--- config.mk ---
export PLATFORM = sky130hd
export DESIGN_NAME = sonic_vc_tx_fifo_p0_width_adapter
export DESIGN_NICKNAME = d
export VERILOG_FILES = /design/src/rtl/sonic_vc_tx_fifo_p0_width_adapter.sv
export SDC_FILE = /design/constraint.sdc
export NUM_CORES = 1
export LEC_CHECK = 0
export CAP_MARGIN = 25
export CORE_MARGIN = 2
export CORE_UTILIZATION = 30
export CTS_BUF_LIST = sky130_fd_sc_hd__clkbuf_16
export DETAILED_ROUTE_END_ITERATION = 7
export PLACE_DENSITY = 0.66
export SLEW_MARGIN = 5
export SYNTH_ARGS = -nofsm -noshare
export SYNTH_HDL_FRONTEND = slang
export SYNTH_SLANG_ARGS = --single-unit
--- constraint.sdc ---
create_clock -name clk -period 1.75 [get_ports clk]
set_clock_uncertainty 0.2 [all_clocks]
set_input_delay 0.175 -clock clk [delete_from_list [all_inputs] [get_ports clk]]
set_output_delay 0.175 -clock clk [all_outputs]
set_load 0.05 [all_outputs]
--- src/rtl/sonic_vc_tx_fifo_p0_width_adapter.sv ---
// Splits 133-bit FIFO words into 64-bit beats. Upper half goes first.
// Short eop words (8 or more empty bytes) are sent as a single beat.
module sonic_vc_tx_fifo_p0_width_adapter #(
  parameter int CNT_WIDTH = 16
) (
  input  logic                 clk,
  input  logic                 reset_n,
  input  logic                 in_valid,
  output logic                 in_ready,
  input  logic [132:0]         in_data,
  output logic                 out_valid,
  input  logic                 out_ready,
  output logic [63:0]          out_data,
  output logic                 out_sop,
  output logic                 out_eop,
  output logic [2:0]           out_empty,
  output logic [CNT_WIDTH-1:0] pkt_count
);

  typedef enum logic {
    HALF_HI = 1'b0,
    HALF_LO = 1'b1
  } half_e;

  logic [132:0]         hold_q, hold_d;
  logic                 hold_valid_q, hold_valid_d;
  half_e                half_q, half_d;
  logic                 sop_pending_q, sop_pending_d;
  logic [CNT_WIDTH-1:0] pkt_count_q, pkt_count_d;

  logic       is_short_s;
  logic       last_beat_s;
  logic       in_xfer_s;
  logic       out_xfer_s;
  logic       beat_eop_s;
  logic [2:0] beat_empty_s;
  logic [3:0] short_empty_s;

  // Beat flags for the half currently presented
  always_comb begin
    is_short_s    = hold_q[132] && (hold_q[131:128] >= 4'd8);
    short_empty_s = hold_q[131:128] - 4'd8;
    last_beat_s   = (half_q == HALF_LO) || is_short_s;
    beat_eop_s    = 1'b0;
    beat_empty_s  = 3'd0;
    case (half_q)
      HALF_HI: begin
        beat_eop_s   = is_short_s;
        beat_empty_s = is_short_s ? short_empty_s[2:0] : 3'd0;
      end
      HALF_LO: begin
        beat_eop_s   = hold_q[132];
        beat_empty_s = hold_q[132] ? hold_q[130:128] : 3'd0;
      end
      default: begin
        beat_eop_s   = 1'b0;
        beat_empty_s = 3'd0;
      end
    endcase
  end

  // A new word may enter on the same edge that retires the last beat
  always_comb begin
    in_ready   = !hold_valid_q || (out_ready && last_beat_s);
    in_xfer_s  = in_valid && in_ready;
    out_xfer_s = hold_valid_q && out_ready;
  end

  // Next-state for the holding register, half select, sop and counter
  always_comb begin
    hold_d        = hold_q;
    hold_valid_d  = hold_valid_q;
    half_d        = half_q;
    sop_pending_d = sop_pending_q;
    pkt_count_d   = pkt_count_q;

    if (in_xfer_s) begin
      hold_d       = in_data;
      hold_valid_d = 1'b1;
      half_d       = HALF_HI;
    end else if (out_xfer_s) begin
      if (last_beat_s) begin
        hold_valid_d = 1'b0;
      end else begin
        half_d = HALF_LO;
      end
    end else begin
      hold_valid_d = hold_valid_q;
    end

    // A short eop word is both HI and eop; eop wins so the next word opens a packet
    if (out_xfer_s && beat_eop_s) begin
      sop_pending_d = 1'b1;
      pkt_count_d   = pkt_count_q + {{(CNT_WIDTH-1){1'b0}}, 1'b1};
    end else if (out_xfer_s && (half_q == HALF_HI)) begin
      sop_pending_d = 1'b0;
    end else begin
      sop_pending_d = sop_pending_q;
    end
  end

  // State registers
  always_ff @(posedge clk or negedge reset_n) begin
    if (!reset_n) begin
      hold_q        <= 133'd0;
      hold_valid_q  <= 1'b0;
      half_q        <= HALF_HI;
      sop_pending_q <= 1'b1;
      pkt_count_q   <= {CNT_WIDTH{1'b0}};
    end else begin
      hold_q        <= hold_d;
      hold_valid_q  <= hold_valid_d;
      half_q        <= half_d;
      sop_pending_q <= sop_pending_d;
      pkt_count_q   <= pkt_count_d;
    end
  end

  // Output decode from registered state only
  always_comb begin
    out_valid = hold_valid_q;
    out_data  = (half_q == HALF_HI) ? hold_q[127:64] : hold_q[63:0];
    out_sop   = hold_valid_q && (half_q == HALF_HI) && sop_pending_q;
    out_eop   = hold_valid_q && beat_eop_s;
    out_empty = hold_valid_q ? beat_empty_s : 3'd0;
    pkt_count = pkt_count_q;
  end

endmodule

Yosys cells after proc, flatten, opt, wreduce, memory -nomap -nowiden:

Cells that the tools add are included.

* add/subtract/negate cells: 2
* multipliers: 0
* div/mod/pow operators: 0
* order comparisons: 1
* equal/unequal tests: 1
* shift-type cells: 0
* muxes and demuxes: 14
* bitwise gates (word level): 1
* reduce and logical (&&, ||, !) cells: 17

Operators by type and width (count)
* 64-bit 2-to-1 mux: 1
* 16-bit by 1-bit adder with 16-bit output (second input constant): 1
* 1-bit logical AND: 9
* 3-bit 2-to-1 mux: 3
* 1-bit 2-to-1 mux: 8
* 3-bit one-hot mux with 2 select lines: 1
* 2-bit nonzero test: 3
* 4-bit greater-or-equal comparator (second input constant): 1
* 2-bit AND reduction: 2
* 3-bit by 1-bit subtractor with 3-bit output (second input constant): 1
* 1-bit logical OR: 2
* 2-bit by 1-bit inequality test with 1-bit output (second input constant): 1
* 1-bit one-hot mux with 2 select lines: 1
* 1-bit zero test: 1
* 1-bit inverter: 1

* register bits after elaboration: 152
* bits in latches: 0
* RAM bits: 0
* memory bits (read-only): 0
* bits of input ports: 137
* memories: 0

Longest topological paths before layout:

Gate-level depths: netlist (run 1).

* depth in word-level cells: 8
* gate-level depth with buffers: 7

Worst setup path after synthesis (run 1):

OpenSTA, ideal clock, no wires.

* kind: register to output
* start point: register hold_valid_q (netlist: out_valid)
* end point: output port out_empty[0]
* data arrival time: 2.151 ns
* data required time: 1.375 ns
* path slack: -0.776 ns
* stages on the path, launching flop included: 4
* buffers on the path: 0
* cell sequence: dfrtp_1 -> inv_1 -> nor2_1 -> and2_1

* longest elaborated chain between the ends: 1

RTL lines
* start, declared: line 26 `logic hold_valid_q, hold_valid_d;`
* start signal, assigned: line 112 `hold_valid_q <= hold_valid_d;`
* 3-bit 2-to-1 mux: line 125 `out_empty = hold_valid_q ? beat_empty_s : 3'd0;`
* end, declared: line 16 `output logic [2:0] out_empty,`

Every way passes these cells.

Final worst setup path (run 1):

* start point: register half_q
* end point: output port out_data[22]

* longest elaborated chain between the ends: 1

RTL lines
* start, declared: line 27 `half_e half_q, half_d;`
* start signal, assigned: line 113 `half_q <= half_d;`
* 64-bit 2-to-1 mux: line 122 `out_data = (half_q == HALF_HI) ? hold_q[127:64] : hold_q[63:0];`
* end, declared: line 13 `output logic [63:0] out_data,`

Every way passes these cells.

==> results of run 1 <==
## area by class of cell
| cell class | count | area (um2) | share of cell area |
|---|---|---|---|
| tap | 280 | 350.3 | 0.03151 |
| clock inverter | 12 | 66.31 | 0.005964 |
| clock buffer | 17 | 425.4 | 0.03826 |
| inverter | 6 | 22.52 | 0.002026 |
| multi-input combinational | 257 | 2875 | 0.2586 |
| timing repair buffer | 293 | 3557 | 0.3199 |
| sequential | 152 | 3821 | 0.3437 |
## synth_stat cells, drive strengths merged (2+ instances only)
master	n	area share
dfrtp	151	0.57
xnor2	8	0.011
buf	19	0.017
o21ai	4	0.0036
nand4	3	0.0038
nand3	4	0.0038
mux2	198	0.34
nand2	8	0.0049
inv	6	0.0034
clkbuf	3	0.0017
xor2	7	0.0093
nor2	7	0.0040
a21oi	2	0.0015
nor3	3	0.0023
and2	3	0.0029
## sequential cells by signal (all words and copies together) (netlist names)
name and count:
hold_q 133, pkt_count 16, sop_pending_q 1, half_q 1, out_valid 1
## layer usage
layer,vias up,share of wire
li1,2140,-
met1,2387,0.43
met2,141,0.51
met3,15,0.055
met4,2,0.0079
met5,-,0.00037
## metrics by stage
stage	utilization	hold slack (ps)	area, um2
after global placement	0.4271	-153.9	9264
final	0.5126	173.2	11120
after CTS	0.5021	91.30	10890
after detailed placement	0.4271	-150.9	9264
after floorplan	-	-320.6	6679
after global routing	0.5126	154.0	11120
## worst max-delay path: stages, from the launching register on
cell and delay [ps]:
dfrtp_4 510, clkbuf_16 190, buf_12 140, mux2_2 300, buf_6 160
## power by group
group	switching (mW)	internal [mW]	leakage (nW)
combinational	7.81	7.10	2.85
sequential	0.883	5.21	1.78
clock	1.41	1.76	0.240
total	10.1	14.1	4.87
## worst paths after layout
kind                                    start       endpoint  slack, ps
worst max-delay path                   half_q   out_data[22]       -350
worst max register to register         half_q     hold_q[53]       -330
worst min register to register  pkt_count[15]  pkt_count[15]        280
min in group asynchronous             reset_n     hold_q[77]        530
worst min-delay path              in_data[92]     hold_q[92]        170
max in group asynchronous             reset_n     hold_q[99]        230
## kinds of logic after synthesis
logic type,Yosys count
buf+inv,28
simple gates,35
xor+xnor,15
mux,198
fa+ha+maj,1
compound gates,7
flops,152
## what timing repair did
| action | 4_1_cts | 5_1_grt |
|---|---|---|
| hold buffers | 2 | 1 |
| resized for setup | 133 | 20 |
| pin swaps | 4 | 6 |
| gates cloned | 18 | 6 |
| endpoints found under the hold margin | 151 | 9 |
| endpoints found under the setup margin | 208 | 236 |
| buffers inserted | 16 | 2 |
==> results by group, run 1 <==
Run status
  • Status: finished, violations left
  • Failing checks: negative setup slack

Clock tree
  • CTS clk-pin slew, worst paths: roughly 60 ps
  • Clk root buf: clkbuf_16
  • CTS Buf Count: 17
  • Clk Latency, worst-skew pair: 410 ps
  • Clock tree buffer depth: 2
  • Max H-tree Level: 4
  • CTS tree: built
  • CTS sink count: roughly 150

Final layout
  • Most common cell after layout, fill and taps aside: mux2_2
  • Antenna Cells: 0
  • Layout area overhead: 69.13%
  • Final Net Count: between 800 and 900
  • Fillers: 1794
  • Most frequent cells in the layout: mux2_2, dfrtp_1, clkdlybuf4s50_1
  • Non-filler cells, final: 1017
  • Fraction of layout cells with a size suffix above 1: 0.5672

Floorplanning
  • Die Ht: between 150 and 200 um
  • Row count: 54
  • Ports: between 200 and 250
  • Core ar.: about 22000 um2
  • Initial Util: 0.3031
  • Full die area: 23110 um2
  • Die W: around 150 um

Timing
  • Final TNS setup: -58440 ps
  • Slew Limit Fails: 0
  • RSZ-0062 raised after global routing: true
  • Fin worst setup slack: -345.7 ps
  • Slew @ Worst Pin: roughly 470 ps
  • Count of final hold-check violations: 0
  • Slew Limit Headroom: 0.6881
  • Max Fclk: 477.2 MHz
  • Final min period: approximately 2100 ps
  • Endpoints failing setup: between 200 and 250
  • Crit share post-route: 1.198

GRT
  • Initial antenna violation count: 1
  • M2 GR Usage: 0.2731
  • Met1 usage: 0.2053
  • Global-route wire length before repair: roughly 29000 um
  • Total grt overflow: 0
  • Pin count of the biggest net entering global routing: 59
  • Gr busiest metal: met2
  • Met3 usage: 0.04877
  • Via count of the first global-routing pass: between 5000 and 6000
  • All-Layer GR Usage: 0.1617

Worst hold path
  • Min-Delay Path Depth: 2
  • Tightest Hold Check Type: in2reg

Synth
  • Post-synth EDFFs: 0
  • Post-synthesis compound-gate area fraction: 0.006281
  • Ys async rst share: 1.000
  • Syn Std Cell Area: 6574 um2
  • Most used flip-flop cell after synthesis: dfrtp_1
  • Post-synth net total: roughly 570
  • Synth Area in Adders: 0.001903
  • Cells after synthesis: 436
  • Yosys warns: 0
  • XOR/XNOR share of the synthesized area: 0.01998
  • Seq/Total Area, Yosys: 0.5788
  • Post-synthesis register bit count: around 150
  • Largest family of logic cells by synthesized area: multiplexers
  • Mean post-synth cell area: between 15 and 20 um2
  • Mux contribution to synthesized area: 0.3392
  • Post-synth cell types: 32
  • Simple-Gate Fraction of Synth Area: 0.03159

Drt
  • DRT Pass-1 Iters: 4
  • Number of DRC markers in iteration 0: 130
  • DR WL/cell: 18.68 um
  • Via-to-Cell Ratio: 4.607
  • Vias after detailed routing: about 4700
  • Total wire length: about 19000 um
  • Antenna Nets Post-Route: 0
  • DRC Markers: 0

Critical path
  • Crit-path max FO: 8
  • CP Capture Type: output port
  • Startpoint Class: register
  • Arrival time worst endpoint: 1720 ps
  • Critical Path RT: 1370 ps
  • Kind of critical path: reg2out
  • FF-to-FF path depth: 8

Flow run
  • Max Cap Violations: 0

Placement
  • GPL Wtd Cong: about 0.78
  • Placement Setup Slack: -245.6 ps
  • PortBufs: 223
  • DP Wirelength: ~11000 um
  • Placed instance count: between 900 and 1000

Power
  • Peak VDD IR: 1.252 mV
  • Power density over cell area: around 2200 nW/um2
  • Total leakage power: ~4.9 nW
  • Overall Power: 24.16 mW
No activity file was read; power rests on OpenSTA's default activity.
==> run 2, diff against run 1 <==
- ABC_AREA: unset -> 1
- PLACE_DENSITY: 0.66 -> unset
- PLACE_DENSITY_LB_ADDON: unset -> 0.3
==> results by group, run 2 <==
Power
  • Total leakage power: 6.230 nW (+28%)
  • Peak VDD IR: 1.633 mV (+30%)
  • Power density over cell area: 2242 nW/um2 (+3.2%)
  • Overall Power: 30.41 mW (+26%)

Synth
  • Yosys warns: 0 (unchanged)
  • Most used flip-flop cell after synthesis: dfrtp_1
  • Dominant cells by area after synthesis: dfrtp_1, nand2_1, o21ai_2, o21ai_0, inv_1
  • Ys async rst share: 1.000 (unchanged)
  • Post-synth net total: 990 (+72%)
  • Post-synth EDFFs: 0 (unchanged)
  • Cells after synthesis: 852 (+95%)
  • Post-synth cell types: 23 (-28%)
  • Post-synth top area share: 0.5359 (-0.03886)
  • Most frequent cells after synthesis: nand2_1, dfrtp_1, inv_1
  • Yosys top cell by area: dfrtp_1
  • Syn Std Cell Area: 7051 um2 (+7.3%)
  • Mean post-synth cell area: 8.275 um2 (-45%)
  • Most instantiated library cell after synthesis: nand2_1
  • Seq/Total Area, Yosys: 0.5397 (-0.03913)
  • Post-synthesis register bit count: 152 (unchanged)

Drt
  • DRT Pass-1 Iters: 5 (+1)
  • Antenna Nets Post-Route: 0 (unchanged)
  • Via-to-Cell Ratio: 4.613 (+0.13%)
  • Total wire length: 26180 um (+38%)
  • DR WL/cell: 17.88 um (-4.3%)
  • DRC Markers: 0 (unchanged)
  • Vias after detailed routing: 6753 (+44%)
  • Number of DRC markers in iteration 0: 311 (+140%)

Timing
  • Crit share post-route: 1.191 (-0.006976)
  • Final min period: 2084 ps (-12.21 ps)
  • Max Fclk: 480.0 MHz (+0.59%)
  • Slew Limit Fails: 0 (unchanged)
  • Count of final hold-check violations: 0 (unchanged)
  • Slew Limit Headroom: 0.7561 (+0.06800)
  • Endpoints failing setup: 210 (unchanged)
  • Fin worst setup slack: -333.5 ps (+12.21 ps)
  • Slew @ Worst Pin: 364.6 ps (-101.9 ps)
  • RSZ-0062 raised after global routing: true

Floorplanning
  • Row count: 56 (+3.7%)
  • Ports: 224 (unchanged)
  • Core ar.: 23260 um2 (+7.3%)
  • Die Ht: 157.3 um (+3.5%)
  • Die W: 157.3 um (+3.5%)
  • Full die area: 24740 um2 (+7.1%)
  • Initial Util: 0.3031 (about the same)

Critical path
  • Slowest CP cell: dfrtp_4
  • Crit-path max FO: 9 (+1)
  • CP Capture Type: output port
  • CP delay by family, top: buffers and inverters
  • R2r setup slk: -310 ps (+20 ps)
  • Critical Path RT: 1370 ps (about the same)
  • R2R Path End: hold_q[75]
  • Worst r2r src: half_q
  • Most frequent CP cell: buf_12
  • Max stage delay on crit path: 510 ps (about the same)
  • Kind of critical path: reg2out
  • FF-to-FF path depth: 13 (+5)
  • Arrival time worst endpoint: 1710 ps (about the same)
  • Crit path buffers/inverters: 4 (+1)
  • Crit-path cells: buf_12 -> buf_12 -> buf_16 -> nand2_2 -> o21ai_4 -> buf_12
  • Startpoint Class: register

Final layout
  • Multi-input logic area: 3916 um2 (+36%)
  • Fillers: 1943 (+8.3%)
  • Final Net Count: 1270 (+47%)
  • Most common cell after layout, fill and taps aside: nand2_1
  • Top reg by flops: hold_q
  • FF+latch area: 3812 um2 (-0.23%)
  • Fraction of layout cells with a size suffix above 1: 0.4096 (-0.1576)
  • Antenna Cells: 0 (unchanged)
  • Most frequent cells in the layout: nand2_1, dfrtp_1, clkdlybuf4s50_1
  • Non-filler cells, final: 1464 (+44%)
  • Layout area overhead: 92.39%
  • Max FFs per register: 133 (unchanged)

GRT
  • Total grt overflow: 0 (unchanged)
  • Initial antenna violation count: 1 (unchanged)
  • Via count of the first global-routing pass: 6211 (+20%)
  • Pin count of the biggest net entering global routing: 63 (+6.8%)
  • All-Layer GR Usage: 0.1673 (+0.005555)
  • Global-route wire length before repair: 32530 um (+11%)

Placement
  • DP Wirelength: 13640 um (+20%)
  • GPL Wtd Cong: 0.7850 (+1.0%)
  • PortBufs: 223 (unchanged)
  • Placement Setup Slack: -3.071 ps (+242.5 ps)
  • Placed instance count: 1371 (+45%)

Clock tree
  • CTS tree: built
  • Clk root buf: clkbuf_16
  • CTS clk-pin slew, worst paths: 70 ps (about the same)
  • Clk Latency, worst-skew pair: 420 ps (about the same)
  • CTS Buf Count: 17 (unchanged)
  • CTS sink count: 152 (unchanged)
  • Clock tree buffer depth: 2 (unchanged)
  • Max H-tree Level: 4 (unchanged)

Worst hold path
  • Min-Delay Path Depth: 3 (+1)
  • Hold Crit Start: in_data[15]
  • Worst hold endpoint: hold_q[15]
  • Tightest Hold Check Type: in2reg

Run status
  • Status: finished, violations left
  • Failing checks: negative setup slack

Flow run
  • Max Cap Violations: 0 (unchanged)
[run 2: cell types whose count changed after synthesis, sizes merged, moves of 5 or more]
| cell | previous run | this run |
|---|---|---|
| xor2 | 7 | 0 |
| nand4 | 3 | 8 |
| o21ai | 4 | 137 |
| mux2 | 198 | 0 |
| nor2 | 7 | 20 |
| inv | 6 | 90 |
| buf | 19 | 29 |
| nand2 | 8 | 381 |
| clkbuf | 3 | 16 |
[run 2: stage by stage]
step                setup TNS, ps  cell area (um2)    util  hold WS (ps)
finish                     -52980            13560  0.5831         84.09
global route               -66330            13560  0.5831         65.75
CTS                        -29990            11710  0.5034         72.69
detailed placement         -3.071            10550  0.4537        -147.8
global placement                0            10550  0.4537        -145.5
floorplan                   -3917             7248       -        -320.6
[run 2: worst max path at each step]
stage                     slack (ps)  depth (start not counted)            end      start
after floorplan                 -160                          4   out_data[58]     half_q
after global placement             3                          9  pkt_count[15]  out_ready
after detailed placement          -3                          7   pkt_count[7]  out_ready
after CTS                       -300                          4    out_data[4]     half_q
after global routing            -390                         13     hold_q[17]     half_q
final                           -330                          6   out_data[11]     half_q
[run 2: what timing repair did]
item / CTS / global route
gates cloned: 5 / 39
hold endpoints to repair: 152 / 18
pin swaps: 18 / 58
gates resized for setup: 76 / 250
setup buffers: 5 / 10
hold buffers: 2 / 1
endpoints found under the setup margin: 70 / 229
[run 2: tightest hold or removal path, stage by stage]
cell and delay, ps:
clkdlybuf4s50_1 390, nand2_1 60, nand2_1 40
[run 2: cells by family (layout without fill, tap and decap cells)]
group,after synthesis,count (layout),synth area share
xor gates and xnor gates,6,6,0.007453
buffers and inverters,135,428,0.09352
and+or+nand+nor,419,419,0.2323
DFF,152,152,0.5397
adders and majority gates,1,1,0.001774
AOI/OAI and AO/OA,139,139,0.1253
[run 2: cell type report]
class | instances | share of cell area
clock buffers | 17 | 0.03136
clock inverters | 15 | 0.01421
inverters | 90 | 0.02721
multi-input cells | 565 | 0.2887
flip-flops and latches | 152 | 0.2811
well taps | 319 | 0.02943
repair buffers | 303 | 0.3241
repair inverters | 3 | 0.003874
[run 2: power breakdown]
part / total, mW / internal, mW / leakage, nW / switching, mW
clock network: 3.94 / 2.29 / 0.296 / 1.66
logic: 20.5 / 9.28 / 4.05 / 11.2
registers: 5.99 / 5.08 / 1.88 / 0.914
total: 30.4 / 16.7 / 6.23 / 13.8
[run 2: per-layer routing]
metal | up-vias | global-route usage | wire length, um
met5 | - | 0 | 13
met4 | 2 | 0.03939 | 233
met3 | 25 | 0.06140 | 1733
met2 | 185 | 0.2595 | 12370
met1 | 3323 | 0.2226 | 11820
li1 | 3218 | - | -
==> run 3, diff against run 2 <==
- CORE_UTILIZATION: 30 -> 42
==> results by group, run 3 (same netlist as run 2, synthesis figures left out) <==
Timing
  • Endpoints failing setup: 205 (-2.4%)
  • Slew Limit Headroom: 0.7451 (-0.01101)
  • Slew @ Worst Pin: 378.4 ps (+13.86 ps)
  • RSZ-0062 raised after global routing: true
  • Final TNS setup: -49630 ps (+3353 ps)
  • Crit share post-route: 1.173 (-0.01749)
  • Slew Limit Fails: 0 (unchanged)
  • Final min period: 2053 ps (-30.60 ps)
  • Fin worst setup slack: -302.9 ps (+30.60 ps)
  • Hold slack: 30.07 ps (-54.02 ps)
  • Count of final hold-check violations: 0 (unchanged)
  • Max Fclk: 487.1 MHz (+1.5%)

Power
  • Power density over cell area: 2201 nW/um2 (-1.8%)
  • Overall Power: 29.96 mW (-1.5%)
  • Peak VDD IR: 1.621 mV (-0.71%)
  • Total leakage power: 6.526 nW (+4.8%)

Critical path
  • Startpoint Class: register
  • Arrival time worst endpoint: 1680 ps (-30 ps)
  • Crit path buffers/inverters: 3 (-1)
  • CP Depth: 4 (-2)
  • Crit-path cells: buf_12 -> buf_6 -> o21ai_2 -> buf_12
  • FF-to-FF path depth: 12 (-1)
  • CP delay by family, top: flip-flops
  • Crit-path max FO: 13 (+4)
  • Critical Path RT: 1370 ps (about the same)
  • Slowest CP cell: dfrtp_4
  • Most frequent CP cell: buf_12
  • Max stage delay on crit path: 530 ps (+20 ps)
  • CP Capture Type: output port
  • Kind of critical path: reg2out

Floorplanning
  • Die W: 133.6 um (-15%)
  • Core ar.: 16520 um2 (-29%)
  • Row count: 47 (-16%)
  • Initial Util: 0.4267 (+0.1236)
  • Die Ht: 133.6 um (-15%)
  • Full die area: 17840 um2 (-28%)
  • Ports: 224 (unchanged)

GRT
  • All-Layer GR Usage: 0.2269 (+0.05969)
  • Initial antenna violation count: 0 (-1)
  • Via count of the first global-routing pass: 6509 (+4.8%)
  • Pin count of the biggest net entering global routing: 55 (-13%)
  • Global-route wire length before repair: 31940 um (-1.8%)
  • Total grt overflow: 0 (unchanged)

Placement
  • DP Wirelength: 13030 um (-4.5%)
  • GPL Wtd Cong: 0.8266 (+5.3%)
  • PortBufs: 223 (unchanged)
  • Post-DP Area: 10450 um2 (-0.98%)
  • Placement Setup Slack: -28.84 ps (-25.77 ps)

Run status
  • Failing checks: negative setup slack
  • Status: finished, violations left

Clock tree
  • Max H-tree Level: 4 (unchanged)
  • Clock tree buffer depth: 2 (unchanged)
  • Clk root buf: clkbuf_16
  • CTS Buf Count: 17 (unchanged)
  • CTS tree: built
  • CTS clk-pin slew, worst paths: 60 ps (about the same)
  • Clk Latency, worst-skew pair: 420 ps (about the same)
  • CTS sink count: 152 (unchanged)

Drt
  • Number of DRC markers in iteration 0: 388 (+25%)
  • Antenna Nets Post-Route: 0 (unchanged)
  • DRC Markers: 0 (unchanged)
  • DR WL/cell: 19.53 um (+9.2%)
  • Vias after detailed routing: 6980 (+3.4%)
  • Via-to-Cell Ratio: 5.125 (+11%)
  • Total wire length: 26600 um (+1.6%)
  • DRT Pass-1 Iters: 5 (unchanged)

Flow run
  • Max Cap Violations: 0 (unchanged)

Worst hold path
  • Tightest Hold Check Type: in2async

Final layout
  • Layout area overhead: 93.04%
  • Cell area after layout: 13610 um2 (+0.34%)
  • Top reg by flops: hold_q
  • Fraction of layout cells with a size suffix above 1: 0.4729 (+0.06325)
  • Most frequent cells in the layout: nand2_1, dfrtp_1, clkdlybuf4s50_1
  • Max FFs per register: 133 (unchanged)
  • Final Net Count: 1270 (unchanged)
  • Most common cell after layout, fill and taps aside: nand2_1
  • Antenna Cells: 0 (unchanged)
run 3: layout make-up:
cell class                 instances  area [um2]
clock inverter                    12       137.6
fill                             835        2914
tap                              220       275.3
timing repair inverter             1       16.27
timing repair buffer             305        4333
multi-input combinational        565        4242
inverter                          90       369.1
clock buffer                      17       425.4
sequential                       152        3812
run 3: report_power, final:
part           switching [mW]  total [mW]  internal [mW]
logic                    11.3        20.3           9.03
clock network            1.45        3.64           2.19
registers               0.919        6.01           5.09
run 3: path summary, 6_finish.rpt:
check                             from            to  slack [ps]
setup / recovery                half_q  out_data[60]        -300
hold / removal                 reset_n   hold_q[104]          30
setup reg to reg                half_q    hold_q[14]        -300
hold reg to reg             hold_q[16]    hold_q[16]         280
max in group asynchronous      reset_n    hold_q[74]         710
min in group clk           in_data[16]    hold_q[16]          90
run 3: timing repair:
item,in CTS,in global routing
cloned,1,31
pin swaps,3,20
endpoints found under the setup margin,70,207
hold buffers,1,0
gates resized for setup,65,376
buffers inserted,4,18
hold endpoints to repair,151,0
run 3: layer usage:
| metal | track usage | part of all wire | vias to the layer above |
|---|---|---|---|
| li1 | - | - | 3198 |
| met1 | 0.2884 | 0.39 | 3457 |
| met2 | 0.3723 | 0.52 | 271 |
| met3 | 0.06697 | 0.064 | 54 |
| met4 | 0.07742 | 0.025 | 0 |
| met5 | 0 | 0 | - |
run 3: stage by stage:
| stage | instances | utilization |
|---|---|---|
| floorplan | 852 | - |
| global placement | 1278 | 0.6324 |
| detailed placement | 1278 | 0.6324 |
| CTS | 1313 | 0.6906 |
| finish | 1362 | 0.8237 |
| global route | 1362 | 0.8237 |
run 3: worst register-to-register path: cells and delay by family (launching register included):
kind | cells | cell delay, ps
buffers and inverters | 6 | 750
flip-flops | 1 | 530
AND/OR/NAND/NOR | 6 | 420
